[config.mk]
export PLATFORM = sky130hd
export DESIGN_NAME = type2_mac_ec
export DESIGN_NICKNAME = d
export VERILOG_FILES = /design/src/rtl/mac_pkg.sv /design/src/rtl/mac_mul_add.sv /design/src/rtl/type2_mac_ec.sv
export SDC_FILE = /design/constraint.sdc
export NUM_CORES = 1
export LEC_CHECK = 0
export CORE_MARGIN = 4
export CORE_UTILIZATION = 25
export CTS_CLUSTER_DIAMETER = 50
export DETAILED_ROUTE_END_ITERATION = 7
export PLACE_DENSITY = 0.4
export SYNTH_ARGS = -nofsm -noshare
export SYNTH_HDL_FRONTEND = slang
export SYNTH_SLANG_ARGS = --single-unit
[constraint.sdc]
create_clock -name clk -period 3.87 [get_ports clk]
set_input_delay 0.387 -clock clk [delete_from_list [all_inputs] [get_ports clk]]
set_output_delay 0.387 -clock clk [all_outputs]
set_load 0.005 [all_outputs]
[src/rtl/mac_pkg.sv]
// Shared widths and operand types for the type-2 error-compensating MAC PE.
package mac_pkg;
   localparam int W_W  = 8;
   localparam int A_W  = 8;
   localparam int PS_W = 24;
   localparam int PR_W = 16;

   typedef logic [W_W-1:0]  weight_t;
   typedef logic [A_W-1:0]  act_t;
   typedef logic [PS_W-1:0] psum_t;
   typedef logic [PR_W-1:0] prod_t;
endpackage

[src/rtl/mac_mul_add.sv]
// Combinational datapath: weight*activation product, accumulation with and without
// the local product (both include upstream compensation). Zero latency, no backpressure.
module mac_mul_add
   import mac_pkg::*;
(
   input  weight_t weight,
   input  act_t    activation,
   input  psum_t   partial_sum_in,
   input  prod_t   error_product_in,
   input  logic    error_in,
   output prod_t   prod,
   output psum_t   full,
   output psum_t   base
);
   prod_t comp;

   assign prod = PR_W'(weight) * PR_W'(activation);
   // Upstream product is only owed when the neighbour flags it; stale values are dropped.
   assign comp = error_in ? error_product_in : '0;
   assign base = partial_sum_in + PS_W'(comp);
   assign full = base + PS_W'(prod);
endmodule

[src/rtl/type2_mac_ec.sv]
// Systolic MAC PE with late-sample error detection and one-hop product deferral.
// All outputs registered, 1 clk latency; no backpressure (systolic lockstep).
module type2_mac_ec
   import mac_pkg::*;
(
   input  logic    clk,
   input  logic    rst_n,
   input  weight_t weight,
   input  act_t    activation,
   input  psum_t   partial_sum_in,
   input  prod_t   error_product_in,
   input  logic    error_in,
   input  logic    delay_clk,
   output act_t    next_activation,
   output psum_t   partial_sum_out,
   output prod_t   error_product_out
);
   prod_t  prod;
   psum_t  full;
   psum_t  base;
   act_t   act_q;
   psum_t  ps_q;
   prod_t  ep_q;
   logic   timing_err;

   mac_mul_add u_mul_add (
      .weight           (weight),
      .activation       (activation),
      .partial_sum_in   (partial_sum_in),
      .error_product_in (error_product_in),
      .error_in         (error_in),
      .prod             (prod),
      .full             (full),
      .base             (base)
   );

   // Operands are held into a check cycle, so a correct register must equal a fresh full.
   assign timing_err = delay_clk && (full != ps_q);

   always_ff @(posedge clk or negedge rst_n) begin
      if (!rst_n) begin
         act_q <= '0;
         ps_q  <= '0;
         ep_q  <= '0;
      end else begin
         act_q <= activation;
         if (timing_err) begin
            ps_q <= base;
            ep_q <= prod;
         end else begin
            ps_q <= full;
            ep_q <= '0;
         end
      end
   end

   assign next_activation   = act_q;
   assign partial_sum_out   = ps_q;
   assign error_product_out = ep_q;
endmodule

# Word-level counts from Yosys, hierarchy flattened
# Cells that the tools add are included.
word_totals:
  ff_bits: 48
  inputBits: 60
classes:
  addsub: 2
  multipliers: 1
  n_eq_ne: 1
  n_mux: 3
  reduce_logical: 1
ops:
  columns: ["cell", "n"]
  rows:
  - ["adder 24 x 16 -> 24 bit", 2]
  - ["two-way mux 16 bit", 2]
  - ["two-way mux 24 bit", 1]
  - ["inequality test 24 bit", 1]
  - ["multiplier 8 x 8 -> 16 bit", 1]
  - ["logical AND 1 bit", 1]

# Longest topological paths before layout
# Gate-level depths: netlist of run 1.
depth:
  ltp_word: 6
  mapped_depth: 32

# Modules after synthesis
# Synthesis of run 1 repeated with hierarchy kept, for this count alone.
unflattened:
  cells_unflattened: 681
  area_unflattened_um2: 6198.4
modules_own_cells:
  columns: ["mod", "n_inst", "cells_per_inst", "area_each_um2", "seq_area_each_um2"]
  rows:
  - ["mac_mul_add", 1, 541, 4290.4, 0.0]
  - ["type2_mac_ec", 1, 140, 1908.1, 1201.2]

# Worst setup path after synthesis of run 1
# No wires, ideal clock.
synth_path:
  kind: "input to register"
  start: "in weight[1]"
  end: "reg ps_q[10], in the netlist partial_sum_out[10]"
  setup_time_ps: 125
  t_arrival_ps: 7009
  t_required_ps: 3745
  path_slack_ps: -3264
  path_stages: 29
  path_buffers: 1
  path_cell_list: "and2_1 fa_1 fa_1 inv_1 fa_1 fa_1 inv_1 ha_1 inv_1 o21bai_1 a21oi_1 o21bai_1 a21oi_1 o21bai_1 a21oi_1 xnor2_1 ha_1 and2_1 a22o_1 a311oi_2 xnor3_1 nor3_1 nand3_1 or4_4 nor4_4 o21ai_4 nand2_4 buf_12 mux2_4"
synth_via:
  elab_chain_len: 5
synth_lines:
  columns: ["element", "line", "source"]
  rows:
  - ["from (decl)", "type2_mac_ec.sv:8", "input weight_t weight,"]
  - ["multiplier 8 x 8 -> 16 bit (*)", "mac_mul_add.sv:17", "assign prod = PR_W'(weight) * PR_W'(activation);"]
  - ["adder 24 x 16 -> 24 bit (*)", "mac_mul_add.sv:21", "assign full = base + PS_W'(prod);"]
  - ["inequality test 24 bit", "type2_mac_ec.sv:38", "assign timing_err = delay_clk && (full != ps_q);"]
  - ["logical AND 1 bit", "type2_mac_ec.sv:38", null]
  - ["two-way mux 24 bit (*)", "type2_mac_ec.sv:47", "if (timing_err) begin"]
  - ["to (signal assigned)", "type2_mac_ec.sv:48", "ps_q <= base;"]
  - ["to (signal assigned)", "type2_mac_ec.sv:51", "ps_q <= full;"]
  - ["to (decl)", "type2_mac_ec.sv:22", "psum_t ps_q;"]
# Mark *: on every way between the ends. The rest lies on a longest branch, timed or not.

# Worst setup path in the final report of run 1
layout_path:
  start: "in weight[3]"
  end: "reg ps_q[3], in the netlist partial_sum_out[3]"
# The elaborated chain is that of the path after synthesis.

==> results of run 1 <==
worst reg2reg max path: stages, from the launching register on:
cell	delay, ns
dfrtp_1	0.44
xnor2_2	0.19
buf_4	0.15
a22o_1	0.22
nor4_1	0.26
nand4b_1	0.16
nor4_2	0.29
nand3_1	0.16
or4_4	0.57
nor4_4	0.20
o21ai_4	0.11
nand2_4	0.14
buf_12	0.18
mux2_4	0.31
metal layers:
| layer | share of wire, % | routed length [um] | GRT usage [%] | vias to the layer above |
|---|---|---|---|---|
| li1 | - | - | - | 3182 |
| met1 | 52 | 11330 | 23.03 | 3048 |
| met2 | 44 | 9690 | 23.68 | 104 |
| met3 | 3.4 | 752 | 1.825 | 14 |
| met4 | 0.94 | 206 | 2.500 | 0 |
| met5 | 0 | 0 | 0 | - |
flip-flops by register name (all words and copies together) (netlist names):
register,cells
error_product_out,16
next_activation,8
partial_sum_out,24
metrics by stage:
| stage | instance area [um2] | hold slack (ns) | std cells | setup WS (ns) |
|---|---|---|---|---|
| detailed placement | 9832 | 0.4270 | 1360 | -3.972 |
| global route | 10580 | 0.09289 | 1389 | -3.094 |
| floorplan | 6745 | 0.09141 | 708 | -2.729 |
| global placement | 9832 | 0.4133 | 1360 | -3.902 |
| CTS | 10310 | 0.07638 | 1382 | -2.998 |
| finish | 10580 | 0.06484 | 1389 | -2.877 |
layout by cell type, fill, tap and decap left out, types with 17 or more instances in the layout:
| cell type | synthesis | layout |
|---|---|---|
| a21o_1 | 17 | 17 |
| a21oi_1 | 40 | 29 |
| and2_1 | 75 | 63 |
| and3_1 | 22 | 22 |
| buf_4 | 1 | 242 |
| clkdlybuf4s50_1 | 0 | 90 |
| dfrtp_1 | 48 | 48 |
| fa_1 | 38 | 35 |
| ha_1 | 68 | 55 |
| inv_1 | 60 | 54 |
| nand2_1 | 31 | 28 |
| nor2_1 | 27 | 27 |
| xnor2_1 | 51 | 47 |
worst min path at each step:
stage | startpoint | cells after the start | slack [ns] | end
after detailed placement | rst_n | 1 | 0.43 | partial_sum_out[7]$_DFF_PN0_
after CTS | rst_n | 1 | 0.08 | partial_sum_out[7]$_DFF_PN0_
final | rst_n | 1 | 0.06 | partial_sum_out[7]$_DFF_PN0_
after floorplan | rst_n | 0 | 0.09 | error_product_out[0]$_DFF_PN0_
after global routing | rst_n | 1 | 0.09 | partial_sum_out[7]$_DFF_PN0_
after global placement | rst_n | 1 | 0.41 | partial_sum_out[8]$_DFF_PN0_
area by class of cell:
cell class / count / area, um2
clock buffers: 5 / 125.1
clock inverters: 3 / 68.82
fillers: 2644 / 15480
inverters: 60 / 227.7
multi-input cells: 585 / 5570
flip-flops and latches: 48 / 1201
well taps: 335 / 419.2
repair buffers: 353 / 2967
what timing repair did:
item                       CTS  global route
gates resized for setup    116            52
hold buffers                 0             0
pin swaps                   38            50
setup endpoints to repair   40            40
cloned                       1             0
buffers inserted            13             8
kinds of logic (layout without fill, tap and decap cells):
logic type | count (synthesis) | after routing | share of synthesized area (%)
AND/OR/NAND/NOR | 233 | 233 | 20.67
AO/OA/AOI/OAI | 150 | 150 | 16.08
adder cells (fa/ha/maj) | 106 | 106 | 24.40
XOR/XNOR | 75 | 75 | 11.84
buffers and inverters | 75 | 421 | 4.925
flip-flops | 48 | 48 | 18.19
multiplexers | 21 | 21 | 3.902
power groups by stage:
stage / registers (mW) / clock network, mW / logic, mW
finish: 0.796 / 0.620 / 7.59
global route: 0.815 / 0.654 / 8.23
CTS: 0.794 / 0.637 / 7.27
detailed placement: 0.799 / 0 / 6.63
global placement: 0.798 / 0 / 6.65
floorplan: 0.771 / 0 / 3.60
==> results.yml, run 1 <==
routing:
  drc: 0
  num_vias: 6348
  drt_pre_antenna_iters: 5
  vias_per_cell: 4.570
  antenna_left: 0
  drt_iter0_markers: 279
  detail_route.wl_per_cell_um: 15.82
  wl_um: 21980
setup_path:
  cp.arrival_ns: 6.95
  r2r_end: "partial_sum_out[3]$_DFF_PN0_"
  critPathKind: "in2reg"
  cp.depth: 32
  worst_setup_path_start_kind: "input pin"
  cp_max_fo: 7
  max_stage_delay_ns: 0.57
  critPathTopFamily: "adder cells"
  worst_setup_path_end_kind: "flop"
  cp_num_buf_inv: 7
  r2r-start: "partial_sum_out[10]$_DFF_PN0_"
  crit_start: "weight[3]"
  cp.required_ns: 4.07
  reg2reg_slack_ns: 0.36
  cp_common_cell: "fa_1"
  r2r_cells: 13
  cp-endpoint: "partial_sum_out[3]$_DFF_PN0_"
  crit_path_top_delay_cell: "or4_4"
power:
  seqPwrFrac_pct: 8.8
  combPwrFrac_pct: 84.3
  p_sw_mw: 3.643
  powerDensity_mw_per_mm2: 850.9
  vdd_drop_max_mv: 0.5286
  power_switching_share_pct: 40.47
  finalPower_mw: 9.002
  clkPwrFrac_pct: 6.9
  leakage_nw: 5.035
  p_int_mw: 5.359
logic_synthesis:
  ys_seq_area_share_pct: 18.19
  synth_area_leaders: "dfrtp_1 18%, ha_1 13%, fa_1 12%, and2_1 7.1%, xnor2_1 6.8%"
  ys_top_cells_by_count: "75 x and2_1, 68 x ha_1, 60 x inv_1, 51 x xnor2_1, 48 x dfrtp_1"
  synth-edff-count: 0
  avgSynthCellArea_um2: 9.329
  synth_most_common_cell: "and2_1"
  yosys_warnings: 0
  synth_cell_types: 85
  syn_inst: 708
  synth_area_leader_cell: "dfrtp_1"
  syn_area_mm2: 0.006605
  ys_ff_latch: 48
  synth_top_area_share_pct: 18.19
  synthArstFlopShare_pct: 100.0
  ys.flop_type: "dfrtp_1"
  syn_nets: 874
timing:
  drv_slew: 0
  fin_tns_setup_ns: -110.31
  hold_viol: 0
  fin_crit_sh_pct: 174.3
  tightestPinTransition_ns: 0.9609
  final-setup-viol-count: 40
  max_freq_mhz: 148.2
  fin_ws_ns: -2.877
  relSlewSlack_pct: 35.74
  fin_worst_skew_ns: 0.01531
  fin_crit_ns: 6.747
  rsz0062_at_grt: "true"
global_routing:
  antenna_found_initial: 0
  grt_pass1_vias: 6780
  grt_max_degree: 33
  grt_use_total_pct: 15.22
  overflow: 0
  grt_pass1_wl_um: 35530
finish:
  diodes: 0
  layout.nets: 1219
  area_growth_pct: 60.16
  drive_gt1_share_pct: 37.00
  final_core_util_pct: 40.60
floorplan:
  die_height_um: 170.5
  rows: 59
  die-area_mm2: 0.02909
  die_w_um: 170.5
  pin_count: 108
  start_util_pct: 25.35
  coreArea_mm2: 0.02606
clocking:
  clk_path_buf_depth: 2
  cts_sinks: 48
  clk_pin_slew_ns: 0.09
  cts_tree: "built"
  htree_num_levels: 2
  cts-root-buf: "clkbuf_16"
  clock_latency_ns: 0.32
  numCtsBuffers: 5
place:
  hpwl_um: 18290
  gp_congestion: 0.8601
  io_buffers: 107
hold_path:
  hold_path.class: "in2async"
job:
  max-cap-violations: 0
outcome:
  violations: "negative setup slack"
  outcome: "complete, but fails checks"
Power figures use the tool's default switching activity.
==> run 2: changes to the inputs <==
--- a/config.mk
+++ b/config.mk
@@ -9,7 +9,8 @@
 export CORE_UTILIZATION = 25
 export CTS_CLUSTER_DIAMETER = 50
 export DETAILED_ROUTE_END_ITERATION = 7
-export PLACE_DENSITY = 0.4
+export DONT_BUFFER_PORTS = 1
+export PLACE_DENSITY = 0.35
 export SYNTH_ARGS = -nofsm -noshare
 export SYNTH_HDL_FRONTEND = slang
 export SYNTH_SLANG_ARGS = --single-unit
==> results.yml, run 2 (same netlist as run 1, synthesis figures left out) <==
timing:
  fin_worst_skew_ns: 0.007930
  drv_slew: 0
  fin_crit_ns: 6.637
  final-setup-viol-count: 40
  hold_viol: 0
  fin_ws_ns: -2.767
  rsz0062_at_grt: "true"
  tightestPinTransition_ns: 0.5707
  fin_crit_sh_pct: 171.5
  max_freq_mhz: 150.7
  relSlewSlack_pct: 61.68
setup_path:
  worst_setup_path_end_kind: "flop"
  crit_start: "weight[3]"
  crit_path_top_delay_cell: "fa_1"
  cp_num_buf_inv: 4
  cp.required_ns: 4.06
  worst_setup_path_start_kind: "input pin"
  critPathKind: "in2reg"
  critPathTopFamily: "adder cells"
  r2r-start: "partial_sum_out[10]$_DFF_PN0_"
  cp_max_fo: 8
  cp_common_cell: "fa_1"
  max_stage_delay_ns: 0.56
  cp.arrival_ns: 6.83
finish:
  most-common-layout-cells: "194 x buf_4, 72 x and2_1, 58 x ha_1"
  diodes: 0
  final_common_cell: "buf_4"
  layout.nets: 1071
  area_growth_pct: 38.51
  fin_cells: 1241
  n_fill_cell: 2678
  largest_reg_flops: 24
  multi_input_area_mm2: 0.005493
  drive_gt1_share_pct: 35.10
  seqCellArea_mm2: 0.001201
hold_path:
  hold_path_startpoint: "activation[1]"
  hold_path.class: "in2reg"
clocking:
  clock_latency_ns: 0.31
  clk_pin_slew_ns: 0.08
  clk_path_buf_depth: 2
  cts-root-buf: "clkbuf_16"
  cts_tree: "built"
  htree_num_levels: 2
  cts_sinks: 48
  numCtsBuffers: 5
floorplan:
  start_util_pct: 25.35
  die_w_um: 170.5
  die_height_um: 170.5
  coreArea_mm2: 0.02606
  die-area_mm2: 0.02909
  pin_count: 108
  rows: 59
routing:
  met3_length_um: 1069
  drt-met1-wl_um: 9072
  highest_layer: "met4"
  drt_iter0_markers: 141
  detail_route.wl_per_cell_um: 16.52
  drt_pre_antenna_iters: 4
  antenna_left: 0
  drc: 0
  num_vias: 5818
  wl_um: 20500
  vias_per_cell: 4.688
  wl_met2_um: 10010
global_routing:
  grt_pass1_vias: 6281
  grt_use_total_pct: 14.37
  grt_max_degree: 49
  grt_pass1_wl_um: 33480
  overflow: 0
  antenna_found_initial: 0
job:
  max-cap-violations: 0
outcome:
  outcome: "complete, but fails checks"
  violations: "negative setup slack"
power:
  vdd_drop_max_mv: 0.3698
  leakage_nw: 4.371
  powerDensity_mw_per_mm2: 846.9
  finalPower_mw: 7.748
place:
  hpwl_um: 17100
  gp_congestion: 0.8398
  dp.cells: 1217
  io_buffers: 0
==> run 2: changes by cell type in the layout (fill, tap and decap cells not counted), moves of 2 or more <==
cell,previous run,this run
clkdlybuf4s50_1,90,0
and2_4,12,3
buf_6,10,5
clkbuf_4,2,0
ha_1,55,58
and2_1,63,72
ha_4,11,8
a21boi_1,3,1
buf_4,242,194
clkdlybuf4s15_1,2,0
buf_2,2,0
==> run 2: report_power, final <==
group | total [mW] | internal (mW) | switching (mW)
combinational | 6.34 | 3.56 | 2.78
sequential | 0.842 | 0.665 | 0.177
clock | 0.566 | 0.326 | 0.240
==> run 2: worst reg2reg max path, cell delays in order (launching register included) <==
cell	delay (ns)
dfrtp_1	0.43
xnor2_1	0.19
buf_4	0.16
a22o_1	0.23
nor4_2	0.21
nand4b_1	0.17
nor4_4	0.21
nand3_1	0.15
or4_4	0.56
nor4_4	0.20
o21ai_4	0.12
nand2_4	0.13
clkbuf_16	0.18
mux2_4	0.30
==> run 2: routing by layer <==
metal / up-vias / GRT usage (%)
met4: 0 / 3.229
met3: 21 / 3.142
met1: 2791 / 18.11
li1: 2894 / -
met2: 112 / 25.21
met5: - / 0
==> run 2: stage by stage <==
stage	setup WS (ns)	setup TNS [ns]	instance area [um2]	hold WS, ns	util (%)
after global routing	-3.028	-117.52	9149	0.08033	35.11
after floorplan	-2.729	-102.64	6745	0.09141	-
after CTS	-2.827	-108.49	8875	0.08707	34.06
after detailed placement	-3.539	-136.45	8496	0.09353	32.60
final	-2.767	-106.94	9149	0.09634	35.11
after global placement	-3.637	-140.94	8496	0.09372	32.60
==> run 2: path summary, 6_finish.rpt <==
kind / slack (ns) / endpoint / cells past startpoint
worst min-delay path: 0.1 / next_activation[1]$_DFF_PN0_ / 0
worst max register to register: 0.52 / partial_sum_out[8]$_DFF_PN0_ / 13
min in group asynchronous: 0.58 / next_activation[0]$_DFF_PN0_ / 2
max in group asynchronous: 3.03 / partial_sum_out[15]$_DFF_PN0_ / 2
worst min register to register: 0.78 / partial_sum_out[22]$_DFF_PN0_ / 3
worst max-delay path: -2.77 / partial_sum_out[8]$_DFF_PN0_ / 29
==> run 2: area by class of cell <==
class	instances	area share, %
Inverter	60	2.489
Clock inverter	2	0.4240
Multi-Input combinational cell	585	60.04
Timing Repair Buffer	205	17.82
Tap cell	335	4.582
Clock buffer	6	1.518
Sequential cell	48	13.13
==> run 2: timing repair <==
| item | CTS | global route |
|---|---|---|
| hold endpoints to repair | 48 | 0 |
| buffers inserted | 7 | 7 |
| hold buffers | 2 | 0 |
| cloned | 0 | 1 |
| resized for setup | 24 | 43 |
| setup endpoints to repair | 40 | 40 |
| pin swaps | 12 | 12 |
